--- src/rtl/hazard_pkg.sv ---
// Shared types and constants for the ID-stage hazard / stall controller.
package hazard_pkg;

   typedef enum logic {
      RUN      = 1'b0,
      LU_STALL = 1'b1
   } hazard_state_t;

   localparam int unsigned REG_ZERO = 0;

endpackage : hazard_pkg

--- src/rtl/sat_counter.sv ---
// Saturating up-counter with synchronous clear; clear wins over increment.
module sat_counter #(
   parameter int unsigned W = 16
) (
   input  logic         clk,
   input  logic         reset_n,
   input  logic         clr,
   input  logic         inc,
   output logic [W-1:0] q
);

   logic [W-1:0] r_q;
   logic         w_full;

   assign w_full = &r_q;

   always_ff @(posedge clk or negedge reset_n) begin
      if (!reset_n) begin
         r_q <= '0;
      end else if (clr) begin
         r_q <= '0;
      end else if (inc && !w_full) begin
         r_q <= r_q + W'(1);
      end
   end

   assign q = r_q;

endmodule : sat_counter

--- src/rtl/hazard_stall_ctrl.sv ---
// Load-use hazard detector with configurable penalty, memory-busy freeze,
// branch-flush arbitration and saturating stall statistics.
module hazard_stall_ctrl
   import hazard_pkg::*;
#(
   parameter int unsigned REG_W           = 5,
   parameter int unsigned LOAD_USE_CYCLES = 1,
   parameter int unsigned CNT_W           = 16
) (
   input  logic             clk,
   input  logic             reset_n,
   input  logic [REG_W-1:0] rs_id,
   input  logic [REG_W-1:0] rt_id,
   input  logic             rs_used_id,
   input  logic             rt_used_id,
   input  logic [REG_W-1:0] rd_exe,
   input  logic             load_exe,
   input  logic             mem_busy,
   input  logic             branch_taken_id,
   input  logic             stat_clr,
   output logic             pc_stall,
   output logic             if_stall,
   output logic             id_bubble,
   output logic             if_flush,
   output logic             pipe_freeze,
   output logic [CNT_W-1:0] stall_cycles,
   output logic [CNT_W-1:0] freeze_cycles
);

   if (LOAD_USE_CYCLES < 1 || LOAD_USE_CYCLES > 4) begin : g_bad_load_use_cycles
      $error("hazard_stall_ctrl: LOAD_USE_CYCLES must be in 1..4");
   end

   localparam int unsigned REM_W =
      (LOAD_USE_CYCLES > 1) ? $clog2(LOAD_USE_CYCLES) : 1;
   // The hit cycle itself is the first bubble, so LU_STALL covers L-1 more.
   localparam logic [REM_W-1:0] REM_INIT =
      (LOAD_USE_CYCLES > 1) ? REM_W'(LOAD_USE_CYCLES - 2) : '0;
   localparam logic MULTI_CYCLE = (LOAD_USE_CYCLES > 1);

   hazard_state_t    r_state;
   logic [REM_W-1:0] r_rem;

   logic w_rd_nonzero;
   logic w_rs_match;
   logic w_rt_match;
   logic w_hit;

   assign w_rd_nonzero = (rd_exe != REG_W'(REG_ZERO));
   assign w_rs_match   = rs_used_id && (rd_exe == rs_id);
   assign w_rt_match   = rt_used_id && (rd_exe == rt_id);
   assign w_hit        = load_exe && w_rd_nonzero && (w_rs_match || w_rt_match);

   always_ff @(posedge clk or negedge reset_n) begin
      if (!reset_n) begin
         r_state <= RUN;
         r_rem   <= '0;
      end else if (!mem_busy) begin
         unique case (r_state)
            RUN: begin
               if (w_hit && MULTI_CYCLE) begin
                  r_state <= LU_STALL;
                  r_rem   <= REM_INIT;
               end
            end
            LU_STALL: begin
               if (r_rem == '0) begin
                  r_state <= RUN;
               end else begin
                  r_rem <= r_rem - REM_W'(1);
               end
            end
            default: begin
               r_state <= RUN;
               r_rem   <= '0;
            end
         endcase
      end
   end

   // Freeze outranks everything; a branch held by a stall flushes only once it ends.
   always_comb begin
      pc_stall    = 1'b0;
      if_stall    = 1'b0;
      id_bubble   = 1'b0;
      if_flush    = 1'b0;
      pipe_freeze = 1'b0;
      if (!reset_n) begin
         pc_stall = 1'b0;
      end else if (mem_busy) begin
         pipe_freeze = 1'b1;
         pc_stall    = 1'b1;
         if_stall    = 1'b1;
      end else if (r_state == LU_STALL || w_hit) begin
         pc_stall  = 1'b1;
         if_stall  = 1'b1;
         id_bubble = 1'b1;
      end else begin
         if_flush = branch_taken_id;
      end
   end

   sat_counter #(
      .W (CNT_W)
   ) u_stall_cnt (
      .clk     (clk),
      .reset_n (reset_n),
      .clr     (stat_clr),
      .inc     (id_bubble),
      .q       (stall_cycles)
   );

   sat_counter #(
      .W (CNT_W)
   ) u_freeze_cnt (
      .clk     (clk),
      .reset_n (reset_n),
      .clr     (stat_clr),
      .inc     (pipe_freeze),
      .q       (freeze_cycles)
   );

endmodule : hazard_stall_ctrl

--- config.mk ---
export PLATFORM = sky130hd
export DESIGN_NAME = hazard_stall_ctrl
export DESIGN_NICKNAME = d
export VERILOG_FILES = /design/src/rtl/hazard_pkg.sv /design/src/rtl/sat_counter.sv /design/src/rtl/hazard_stall_ctrl.sv
export SDC_FILE = /design/constraint.sdc
export NUM_CORES = 1
export LEC_CHECK = 0
export ABC_AREA = 1
export CELL_PAD_IN_SITES_DETAIL_PLACEMENT = 0
export CELL_PAD_IN_SITES_GLOBAL_PLACEMENT = 1
export CORE_ASPECT_RATIO = 1.25
export CORE_MARGIN = 4
export CORE_UTILIZATION = 34
export CTS_CLUSTER_SIZE = 20
export DETAILED_ROUTE_END_ITERATION = 6
export HOLD_SLACK_MARGIN = 0.05
export PLACE_DENSITY_LB_ADDON = 0.15
export SYNTH_ARGS = -nofsm -noshare
export SYNTH_HDL_FRONTEND = slang
export SYNTH_SLANG_ARGS = --single-unit
--- constraint.sdc ---
create_clock -name clk -period 1.84 [get_ports clk]
set_input_delay 0.368 -clock clk [delete_from_list [all_inputs] [get_ports clk]]
set_output_delay 0.368 -clock clk [all_outputs]
set_load 0.02 [all_outputs]
======== Yosys cells after proc, flatten, opt, wreduce, memory -nomap -nowiden ========
Cells that the tools add are included.
word-level totals
  flip-flop bits (word level) ............. 34
  input port bits ......................... 23
  word-level logic and storage cells ...... 43
operators by class
  add/subtract/negate cells ............... 3
  equality and inequality tests ........... 2
  multiplexer cells ....................... 17
  bitwise logic cells ..................... 1
  reductions and logical operators ........ 16
operators by type and width
  kind                                            count
  2-to-1 mux 16 bit                               4
  adder 16 x 1 -> 16 bit (second input constant)  2
  AND reduction 16 bit                            2
  2-to-1 mux 1 bit                                13
  == test 5 bit                                   2
  logical AND 1 bit                               6
  nonzero test 5 bit                              1
  nonzero test 2 bit                              2
  logical NOT 1 bit                               2
  logical OR 1 bit                                2
  AND reduction 2 bit                             1
  NOT 1 bit                                       1
  subtractor 1 bit (second input constant)        1

======== Depth between registers and ports, before layout ========
Gate-level depths: netlist (run 1).
  word-level depth ........................ 11
  depth in mapped cells ................... 11
  gate-level depth less buffers ........... 10

======== Cells and area by module ========
Synthesis (run 1) repeated with hierarchy kept, for this count alone.
unflattened totals
  cell total of the unflattened synthesis .. 356
  area, all modules ....................... 2283.4 um^2
modules (own cells, without submodules)
  module             times used  cells an instance  area an instance (um^2)  seq. area each (um^2)
  sat_counter        2           146                1007.2                   400.4
  hazard_stall_ctrl  1           64                 269.0                    0.0

======== Least setup slack after synthesis (run 1) ========
OpenSTA, ideal clock, no wires.
  path type ............................... input to output
  start ................................... in rd_exe[4]
  end ..................................... out pc_stall
  arrival time ............................ 1.459 ns
  required time ........................... 1.472 ns
  setup slack ............................. 0.013 ns
  stages .................................. 9
  buffers on the path ..................... 1
  cells stage by stage .................... inv_1 nand2_1 nand2_1 nor2_1 nand3_1 a21oi_1 nor2_1 nor2_1 buf_4
between the ends
  cells in the longest elaborated chain, start to end .. 8
  elaborated cells on any way between the ends .. 12
  classes of those cells .................. eq/ne (2); mux (3); reduce/logical (7)
RTL lines
  item                                  RTL line                                          text
  start: declaration                    hazard_stall_ctrl.sv:16                           input logic [REG_W-1:0] rd_exe,
  == test 5 bit (on tied branches)      hazard_stall_ctrl.sv:50, hazard_stall_ctrl.sv:51
  logical AND 1 bit (on tied branches)  hazard_stall_ctrl.sv:50, hazard_stall_ctrl.sv:51
  logical OR 1 bit                      hazard_stall_ctrl.sv:52                           assign w_hit = load_exe && w_rd_nonzero && (w_rs_match || w_rt_match);
  logical AND 1 bit *                   hazard_stall_ctrl.sv:52
  logical OR 1 bit *                    hazard_stall_ctrl.sv:94                           end else if (r_state == LU_STALL || w_hit) begin
  2-to-1 mux 1 bit * (3 in a row)       --
  end: declaration                      hazard_stall_ctrl.sv:21                           output logic pc_stall,
Every way passes the cells marked *; elsewhere a longest branch is shown, timed or not.

======== Worst setup path in the final report (run 1) ========
  start ................................... reg u_freeze_cnt.r_q[3] (netlist: u_freeze_cnt.q[3])
  end ..................................... out freeze_cycles[3]
RTL lines
  item                      RTL line                 text
  start: declaration        sat_counter.sv:12        logic [W-1:0] r_q;
  start signal: assignment  sat_counter.sv:23        r_q <= r_q + W'(1);
  end: declaration          hazard_stall_ctrl.sv:27  output logic [CNT_W-1:0] freeze_cycles
No word-level cell between the ends.

==> results of run 1 <==
## metrics by stage
| step | std cells | util, % | hold WS, ns |
|---|---|---|---|
| detailed placement | 516 | 48.8 | 0.536 |
| finish | 535 | 51.2 | 0.554 |
| CTS | 530 | 50.0 | 0.553 |
| floorplan | 349 | - | 0.0724 |
| global placement | 516 | 48.8 | 0.511 |
| global route | 535 | 51.2 | 0.585 |
## cells by family after synthesis
logic type,count (synthesis),share of synthesized area [%]
buffers and inverters,45,8.24
flip-flops,32,34.7
adder cells (fa/ha/maj),2,1.08
AND/OR/NAND/NOR,238,45.3
XOR/XNOR,14,5.31
AO/OA/AOI/OAI,18,5.37
## cells in the mapped netlist
cell type	number
nor2_4	2
nand3_2	1
buf_2	2
nor2_1	53
buf_1	1
nor3b_1	2
nor3_2	2
nand2_2	3
ha_1	2
or2_2	1
nor3b_2	1
inv_1	31
clkbuf_1	4
inv_2	4
xor2_1	13
o21ai_0	8
a21oi_1	3
o21ai_2	6
nor2_2	1
nand4_4	1
nand2_1	124
nand4_1	11
nand3_1	35
a21oi_4	1
nor3_1	1
xnor2_1	1
buf_6	2
dfrtp_1	32
buf_4	1
## worst paths after layout
check | endpoint | depth (start not counted)
setup / recovery | freeze_cycles[3] | 1
hold / removal | u_freeze_cnt.q[1] | 2
setup reg to reg | u_freeze_cnt.q[2] | 10
hold reg to reg | u_freeze_cnt.q[1] | 2
max in group asynchronous | u_freeze_cnt.q[15] | 3
min in group asynchronous | u_stall_cnt.q[0] | 3
## where the power goes
part           internal (uW)  leakage [uW]  switching [uW]
clock                    304     0.0000445             280
sequential               713      0.000444            10.5
combinational            136       0.00115             160
total                   1150       0.00164             450
## layer usage
metal | wire [microns] | GRT usage (%) | vias to the layer above
li1 | - | - | 1291
met1 | 2820 | 20.3 | 1167
met2 | 3420 | 29.5 | 48
met3 | 234 | 2.87 | 5
met4 | 57 | 3.71 | 0
met5 | 0 | 0 | -
## flip-flops by register name, indices dropped and copies added, names as in the netlist
signal	count
u_freeze_cnt.q	16
u_stall_cnt.q	16
## what timing repair did
action,CTS,global route
resized for setup,84,20
buffers inserted,6,5
pin swaps,20,19
hold endpoints to repair,0,0
setup endpoints to repair,5,29
cloned,0,0
## area by class of cell
type                            instances  area share [%]
Clock inverter                          1           0.223
Inverter                               35            3.91
Multi-Input combinational cell        272            40.6
Timing Repair Buffer                  101            25.6
Tap cell                               87            3.24
Clock buffer                            7            2.57
Sequential cell                        32            23.8
## worst min-delay path: stages (launching register included)
cell	delay, ns
dfrtp_1	0.40
nand2_1	0.07
nand2_1	0.06
==> results.py, run 1 <==
metrics = {
    "placed_design": {
        "placedInstanceArea_sq_um": 3210,
        "dp_hpwl_microns": 4790,
        "placement.io_buffers": 59,
        "place.gp.congestion": 0.779,
        "place_ws_ns": -0.872,
    },
    "clock_network": {
        "clock_path_buffers": 2,
        "cts_tree": "yes",
        "cts_buffers": 5,
        "clk_pin_slew_ns": 0.08,
        "root_buffer": "clkbuf_8",
        "cts.sinks": 32,
        "insertion_delay_ns": 0.29,
        "cts_hold_buf": 0,
        "h-tree-depth": 2,
    },
    "final_layout": {
        "drive_gt1_share_pct": 23.0,
        "nFillCells": 658,
        "final_common_cell": "nand2_1",
        "fin_area_sq_um": 3360,
        "fin_nets": 472,
        "multiInputGateArea_sq_um": 1370,
        "num_antenna_cells": 0,
        "final_cell_mix": "nand2_1, nor2_1, buf_4",
        "syn2layout_area_growth_pct": 45.6,
        "regArea_sq_um": 801,
    },
    "critical_path": {
        "cp_num_buf_inv": 1,
        "crit_chain": "clkdlybuf4s50_1",
        "worstPathArrival_ns": 1.42,
        "reg2reg_slack_ns": 0.09,
        "crit_family": "buffers and inverters",
        "cp-startpoint": "u_freeze_cnt.q[3]",
        "slowest_delay_ns": 0.65,
        "crit_type": "reg2out",
        "cp_slowest_cell": "clkdlybuf4s50_1",
        "end_kind": "output pin",
        "cp-start-kind": "flip-flop",
        "path_max_fanout": 5,
        "r2r_start": "u_freeze_cnt.q[0]",
        "worstPathRequired_ns": 1.47,
    },
    "die": {
        "fp-row-count": 33,
        "initial_core_util_pct": 35.2,
        "die_area_sq_um": 8180,
        "ios": 60,
        "core_area_sq_um": 6570,
        "die_h_microns": 100,
        "die_w_microns": 81.7,
    },
    "flow_run": {
        "drv_cap": 0,
    },
    "yosys": {
        "synth.top_cell.area_share_pct": 34.7,
        "syn-num-nets": 374,
        "yosys_warnings": 0,
        "ys_seq_elements": 32,
        "syn_inst": 349,
        "synth_area_leader_cell": "dfrtp_1",
        "synth.area.top_cells": "dfrtp_1, nand2_1, nor2_1",
        "synth_area_per_cell_sq_um": 6.61,
        "synth.cell_area_sq_um": 2310,
        "ys_seq_area_share_pct": 34.7,
        "synth_cell_types": 29,
    },
    "sta": {
        "fin_crit_ns": 1.79,
        "tightest_slew_ns": 0.444,
        "setup_ws_ns": 0.0521,
        "finalHoldViolCount": 0,
        "max_slew_margin_pct": 70.4,
        "tns_ns": 0,
        "post-route-period-util_pct": 97.2,
        "maxSlewViolCount": 0,
        "finClkSkew_ns": 0.0138,
        "setup_viol": 0,
        "fmax_mhz": 559,
    },
    "pwr": {
        "finalPower_uw": 1600,
        "p_per_area_nw_per_um2": 477,
        "max-vdd-ir-drop_uv": 359,
        "p_leak_uw": 0.00164,
    },
    "global_routing": {
        "overflow": 0,
        "grtUsageTotal_pct": 16.5,
        "grt_antenna_before_repair": 0,
        "grt_pass1_vias": 2412,
        "grt_max_degree": 33,
        "grt_pass1_wl_microns": 10700,
    },
    "route": {
        "num_vias": 2511,
        "drcViolationCount": 0,
        "avgViaCountPerCell": 4.69,
        "postRouteAntennaNets": 0,
        "dr.pass1.iters": 4,
        "drt-wirelength-per-cell_microns": 12.2,
        "routed_wl_microns": 6530,
        "drtIter0Drc": 67,
    },
    "outcome": {
        "status": "finished clean",
    },
    "worst_hold_path": {
        "hold_class": "reg2reg",
        "min_from": "u_freeze_cnt.q[1]",
    },
}
(Power assumes the default switching activity.)
==> run 2: changes to the inputs <==
CORE_ASPECT_RATIO = unset   (was 1.25)
==> run 2 against run 1 <==
  * Die area hardly changed
  * Cell area down 2.0%
  * Wire length is 1.6% higher
  * Largest power group unchanged
==> results.py, run 2 (synthesized netlist as in run 1, its figures left out) <==
metrics = {
    "route": {
        "num_vias": 2456,
        "drtIter0Drc": 147,
        "routed_wl_microns": 6630,
        "drt-wirelength-per-cell_microns": 12.9,
        "drcViolationCount": 0,
        "avgViaCountPerCell": 4.76,
        "dr.pass1.iters": 4,
        "postRouteAntennaNets": 0,
    },
    "clock_network": {
        "clock_path_buffers": 2,
        "cts.sinks": 32,
        "cts_hold_buf": 0,
        "root_buffer": "clkbuf_8",
        "cts_buffers": 5,
        "clk_pin_slew_ns": 0.07,
        "cts_tree": "yes",
        "h-tree-depth": 2,
        "insertion_delay_ns": 0.28,
    },
    "critical_path": {
        "cp_slowest_cell": "clkdlybuf4s50_1",
        "worstPathRequired_ns": 1.47,
        "crit_type": "reg2out",
        "end_kind": "output pin",
        "cp_num_buf_inv": 1,
        "crit_chain": "clkdlybuf4s50_1",
        "crit_family": "buffers and inverters",
        "worstPathArrival_ns": 1.40,
        "cp-start-kind": "flip-flop",
        "slowest_delay_ns": 0.66,
        "path_max_fanout": 6,
    },
    "placed_design": {
        "place.gp.congestion": 0.816,
        "placement.io_buffers": 59,
        "dp_hpwl_microns": 4770,
    },
    "die": {
        "die_area_sq_um": 8170,
        "die_w_microns": 90.4,
        "initial_core_util_pct": 35.7,
        "ios": 60,
        "core_area_sq_um": 6460,
        "die_h_microns": 90.4,
        "fp-row-count": 29,
    },
    "pwr": {
        "finalPower_uw": 1610,
        "p_leak_uw": 0.00162,
        "p_per_area_nw_per_um2": 490,
        "max-vdd-ir-drop_uv": 374,
    },
    "global_routing": {
        "grt_pass1_vias": 2453,
        "grtUsageTotal_pct": 17.2,
        "grt_max_degree": 33,
        "grt_pass1_wl_microns": 11700,
        "overflow": 0,
        "grt_antenna_before_repair": 0,
    },
    "sta": {
        "rsz0062_at_grt": "yes",
        "post-route-period-util_pct": 96.1,
        "tightest_slew_ns": 0.426,
        "max_slew_margin_pct": 71.6,
        "finalHoldViolCount": 0,
        "setup_viol": 0,
        "maxSlewViolCount": 0,
        "fin_crit_ns": 1.77,
        "finClkSkew_ns": 0.00309,
        "fmax_mhz": 566,
    },
    "flow_run": {
        "drv_cap": 0,
    },
    "final_layout": {
        "drive_gt1_share_pct": 22.3,
        "syn2layout_area_growth_pct": 42.7,
        "num_antenna_cells": 0,
        "final_common_cell": "nand2_1",
        "final_cell_mix": "nand2_1, nor2_1, buf_4",
        "post-route-util_pct": 51.0,
        "fin_nets": 464,
    },
    "worst_hold_path": {
        "hold_class": "in2async",
    },
    "outcome": {
        "status": "finished clean",
    },
}
-- run 2: changes by cell type in the layout (fill, tap and decap cells not counted), sizes merged --
cell	previous run	this run
clkdlybuf4s50	36	35
clkbuf	8	10
buf	61	51
dlygate4sd2	1	2
dlymetal6s2s	1	2
clkinvlp	1	0
clkdlybuf4s15	1	0
-- run 2: per-layer routing --
layer | vias up | part of all wire [%] | GRT usage, %
met5 | - | 0 | 0
met4 | 0 | 1.4 | 4.85
met3 | 8 | 4.8 | 4.00
met2 | 68 | 44 | 26.8
met1 | 1107 | 49 | 23.8
li1 | 1273 | - | -
-- run 2: per-stage QoR --
stage                     hold WS [ns]  cell area [sq um]  setup WS, ns  cells  setup TNS [ns]
after floorplan                 0.0724               2310        0.0127    349               0
after global placement           0.518               3160        -0.850    502           -6.98
after detailed placement         0.520               3160        -0.877    502           -7.32
after CTS                        0.540               3220       0.00434    510               0
after global routing             0.363               3290       -0.0406    516         -0.0601
final                            0.303               3290        0.0726    516               0
-- run 2: final timing paths --
path / depth (start not counted) / slack (ns) / end / startpoint
max in group asynchronous: 3 / 1.23 / u_freeze_cnt.q[6] / reset_n
worst max-delay path: 1 / 0.07 / freeze_cycles[2] / u_freeze_cnt.q[2]
worst max register to register: 10 / 0.10 / u_freeze_cnt.q[2] / u_freeze_cnt.q[1]
worst min register to register: 2 / 0.55 / u_freeze_cnt.q[1] / u_freeze_cnt.q[1]
worst min-delay path: 3 / 0.30 / u_freeze_cnt.q[12] / reset_n
min in group clk: 2 / 0.55 / u_freeze_cnt.q[1] / u_freeze_cnt.q[1]
-- run 2: worst reg2reg max path, cell delays in order, from the launching register on --
cell     delay (ns)
dfrtp_1        0.40
ha_2           0.23
nand3_4        0.09
nor2_4         0.13
nand2_2        0.09
nor2_4         0.16
a21oi_4        0.09
buf_6          0.13
nor2_4         0.19
nand2_1        0.08
o21ai_1        0.07
-- run 2: final cells by class --
cell class / count / area, sq um
fill: 668 / 3160
multi-input combinational: 272 / 1370
sequential: 32 / 801
timing repair buffer: 93 / 796
inverter: 35 / 131
clock buffer: 7 / 96.3
tap: 77 / 96.3
-- run 2: timing repair --
action | 4_1_cts | 5_1_grt
gates resized for setup | 85 | 19
setup buffers | 1 | 6
pin swaps | 18 | 20
endpoints found under the setup margin | 5 | 11
-- run 2: power by group --
part           switching, uW  internal, uW
clock network            262           333
logic                    163           134
registers               9.48           714
total                    434          1180
==> run 3: changes to the inputs <==
CTS_CLUSTER_SIZE = 30   (was 20)
GPL_ROUTABILITY_DRIVEN = 0   (was unset)
SKIP_LAST_GASP = 1   (was unset)
==> run 3 against run 2 <==
  * Die area did not move
  * Non-clock buffer count unchanged
  * Worst setup slack lost 0.0051 ns
  * Cell count stayed put
  * Largest cell class unchanged
  * Largest power group unchanged
  * Highest routed layer unchanged
==> results.py, run 3 (synthesized netlist as in run 1, its figures left out) <==
metrics = {
    "critical_path": {
        "crit_top_cell": "nor2_1",
        "cp_slowest_cell": "clkdlybuf4s50_1",
        "path_max_fanout": 3,
        "end_kind": "output pin",
        "r2r-end": "u_freeze_cnt.q[2]",
        "slowest_delay_ns": 0.47,
        "r2r_start": "u_freeze_cnt.q[1]",
        "crit_type": "in2out",
        "worstPathArrival_ns": 1.40,
        "crit_chain": "clkdlybuf4s50_1 > nand2_2 > a21oi_4 > nor2_1 > nor2_1 > buf_4",
        "cp-start-kind": "primary input",
        "reg2reg_slack_ns": 0.10,
        "rr_worst_depth": 10,
        "worstPathRequired_ns": 1.47,
    },
    "flow_run": {
        "drv_cap": 0,
    },
    "route": {
        "routed_wl_microns": 6630,
        "drtIter0Drc": 157,
        "avgViaCountPerCell": 4.77,
        "dr.pass1.iters": 4,
        "num_vias": 2463,
        "drt-wirelength-per-cell_microns": 12.8,
        "postRouteAntennaNets": 0,
        "drcViolationCount": 0,
    },
    "global_routing": {
        "use_met3_pct": 4.00,
        "met1_usage_pct": 23.8,
        "grt_pass1_wl_microns": 11700,
        "grt_pass1_vias": 2453,
        "grtUsageTotal_pct": 17.2,
        "top_usage_layer": "met2",
        "grt_max_degree": 33,
        "met2_usage_pct": 26.8,
        "grt_antenna_before_repair": 0,
        "overflow": 0,
    },
    "clock_network": {
        "cts_tree": "yes",
        "root_buffer": "clkbuf_8",
        "h-tree-depth": 2,
        "cts.sinks": 32,
        "clock_path_buffers": 2,
        "clk_pin_slew_ns": 0.07,
        "cts_buffers": 5,
        "insertion_delay_ns": 0.28,
    },
    "die": {
        "die_h_microns": 90.4,
        "die_area_sq_um": 8170,
        "ios": 60,
        "die_w_microns": 90.4,
        "fp-row-count": 29,
        "core_area_sq_um": 6460,
        "initial_core_util_pct": 35.7,
    },
    "placed_design": {
        "placedInstanceArea_sq_um": 3160,
        "dp_hpwl_microns": 4770,
        "dp_cells": 502,
        "placement.io_buffers": 59,
    },
    "sta": {
        "tightest_slew_ns": 0.424,
        "finalHoldViolCount": 0,
        "fin_crit_ns": 1.77,
        "max_slew_margin_pct": 71.7,
        "finClkSkew_ns": 0.00309,
        "post-route-period-util_pct": 96.3,
        "setup_viol": 0,
        "fmax_mhz": 564,
        "rsz0062_at_grt": "yes",
        "tns_ns": 0,
        "maxSlewViolCount": 0,
    },
    "final_layout": {
        "final_common_cell": "nand2_1",
        "post-route-util_pct": 51.0,
        "syn2layout_area_growth_pct": 42.6,
        "drive_gt1_share_pct": 22.3,
        "fin_area_sq_um": 3290,
        "final_cell_mix": "nand2_1, nor2_1, clkdlybuf4s50_1, buf_4, nand3_1",
        "num_antenna_cells": 0,
        "nFillCells": 668,
        "instances_no_fill": 516,
        "fin_nets": 464,
    },
    "pwr": {
        "finalPower_uw": 1610,
        "max-vdd-ir-drop_uv": 371,
        "p_per_area_nw_per_um2": 490,
        "p_leak_uw": 0.00161,
    },
    "worst_hold_path": {
        "hold_class": "in2async",
    },
    "outcome": {
        "status": "finished clean",
    },
}
[run 3: cell types whose count changed in the layout (fill, tap and decap cells not counted), sizes merged]
| cell | previous run | this run |
|---|---|---|
| clkdlybuf4s50 | 35 | 36 |
| dlymetal6s2s | 2 | 1 |
[run 3: area by class of cell]
class | instances | area, sq um | share of cell area, %
Multi-Input combinational cell | 272 | 1370 | 41.7
Sequential cell | 32 | 801 | 24.3
Timing Repair Buffer | 93 | 793 | 24.1
Inverter | 35 | 131 | 3.99
Clock buffer | 7 | 96.3 | 2.93
Tap cell | 77 | 96.3 | 2.93
[run 3: worst max-delay path by stage]
| stage | endpoint | cells past startpoint | from |
|---|---|---|---|
| 2_1_floorplan | pc_stall | 9 | rd_exe[4] |
| 3_3_place_gp | if_stall | 10 | rd_exe[2] |
| 3_5_place_dp | pc_stall | 10 | rd_exe[2] |
| 4_1_cts | pc_stall | 10 | rt_id[4] |
| 5_1_grt | u_freeze_cnt.q[2] | 10 | u_freeze_cnt.q[1] |
| 6_report | pc_stall | 6 | load_exe |
[run 3: worst max-delay path: cells and delay by family]
kind,cells,cell delay [ns]
AO/OA/AOI/OAI,1,0.13
buffers and inverters,2,0.64
AND/OR/NAND/NOR,3,0.26
[run 3: repair_timing]
action,CTS,global route
resized for setup,85,18
hold buffers,0,0
buffers inserted,1,6
endpoints found under the setup margin,5,11
endpoints found under the hold margin,0,0
pin swaps,18,20
[run 3: where the power goes]
part           switching, uW  leakage [uW]  internal, uW  total (uW)
clock network            261     0.0000503           333         594
logic                    163       0.00111           134         297
registers               9.48      0.000444           714         723
[run 3: per-layer routing]
layer | share of wire, % | wire length [microns]
met1 | 49 | 3280
met2 | 44 | 2940
met3 | 4.7 | 311
met4 | 1.4 | 92
met5 | 0 | 0
[run 3: metrics by stage]
stage	setup WS (ns)	hold WS (ns)
finish	0.0675	0.303
global route	-0.0406	0.363
CTS	0.00434	0.540
detailed placement	-0.877	0.520
global placement	-0.850	0.518
floorplan	0.0127	0.0724
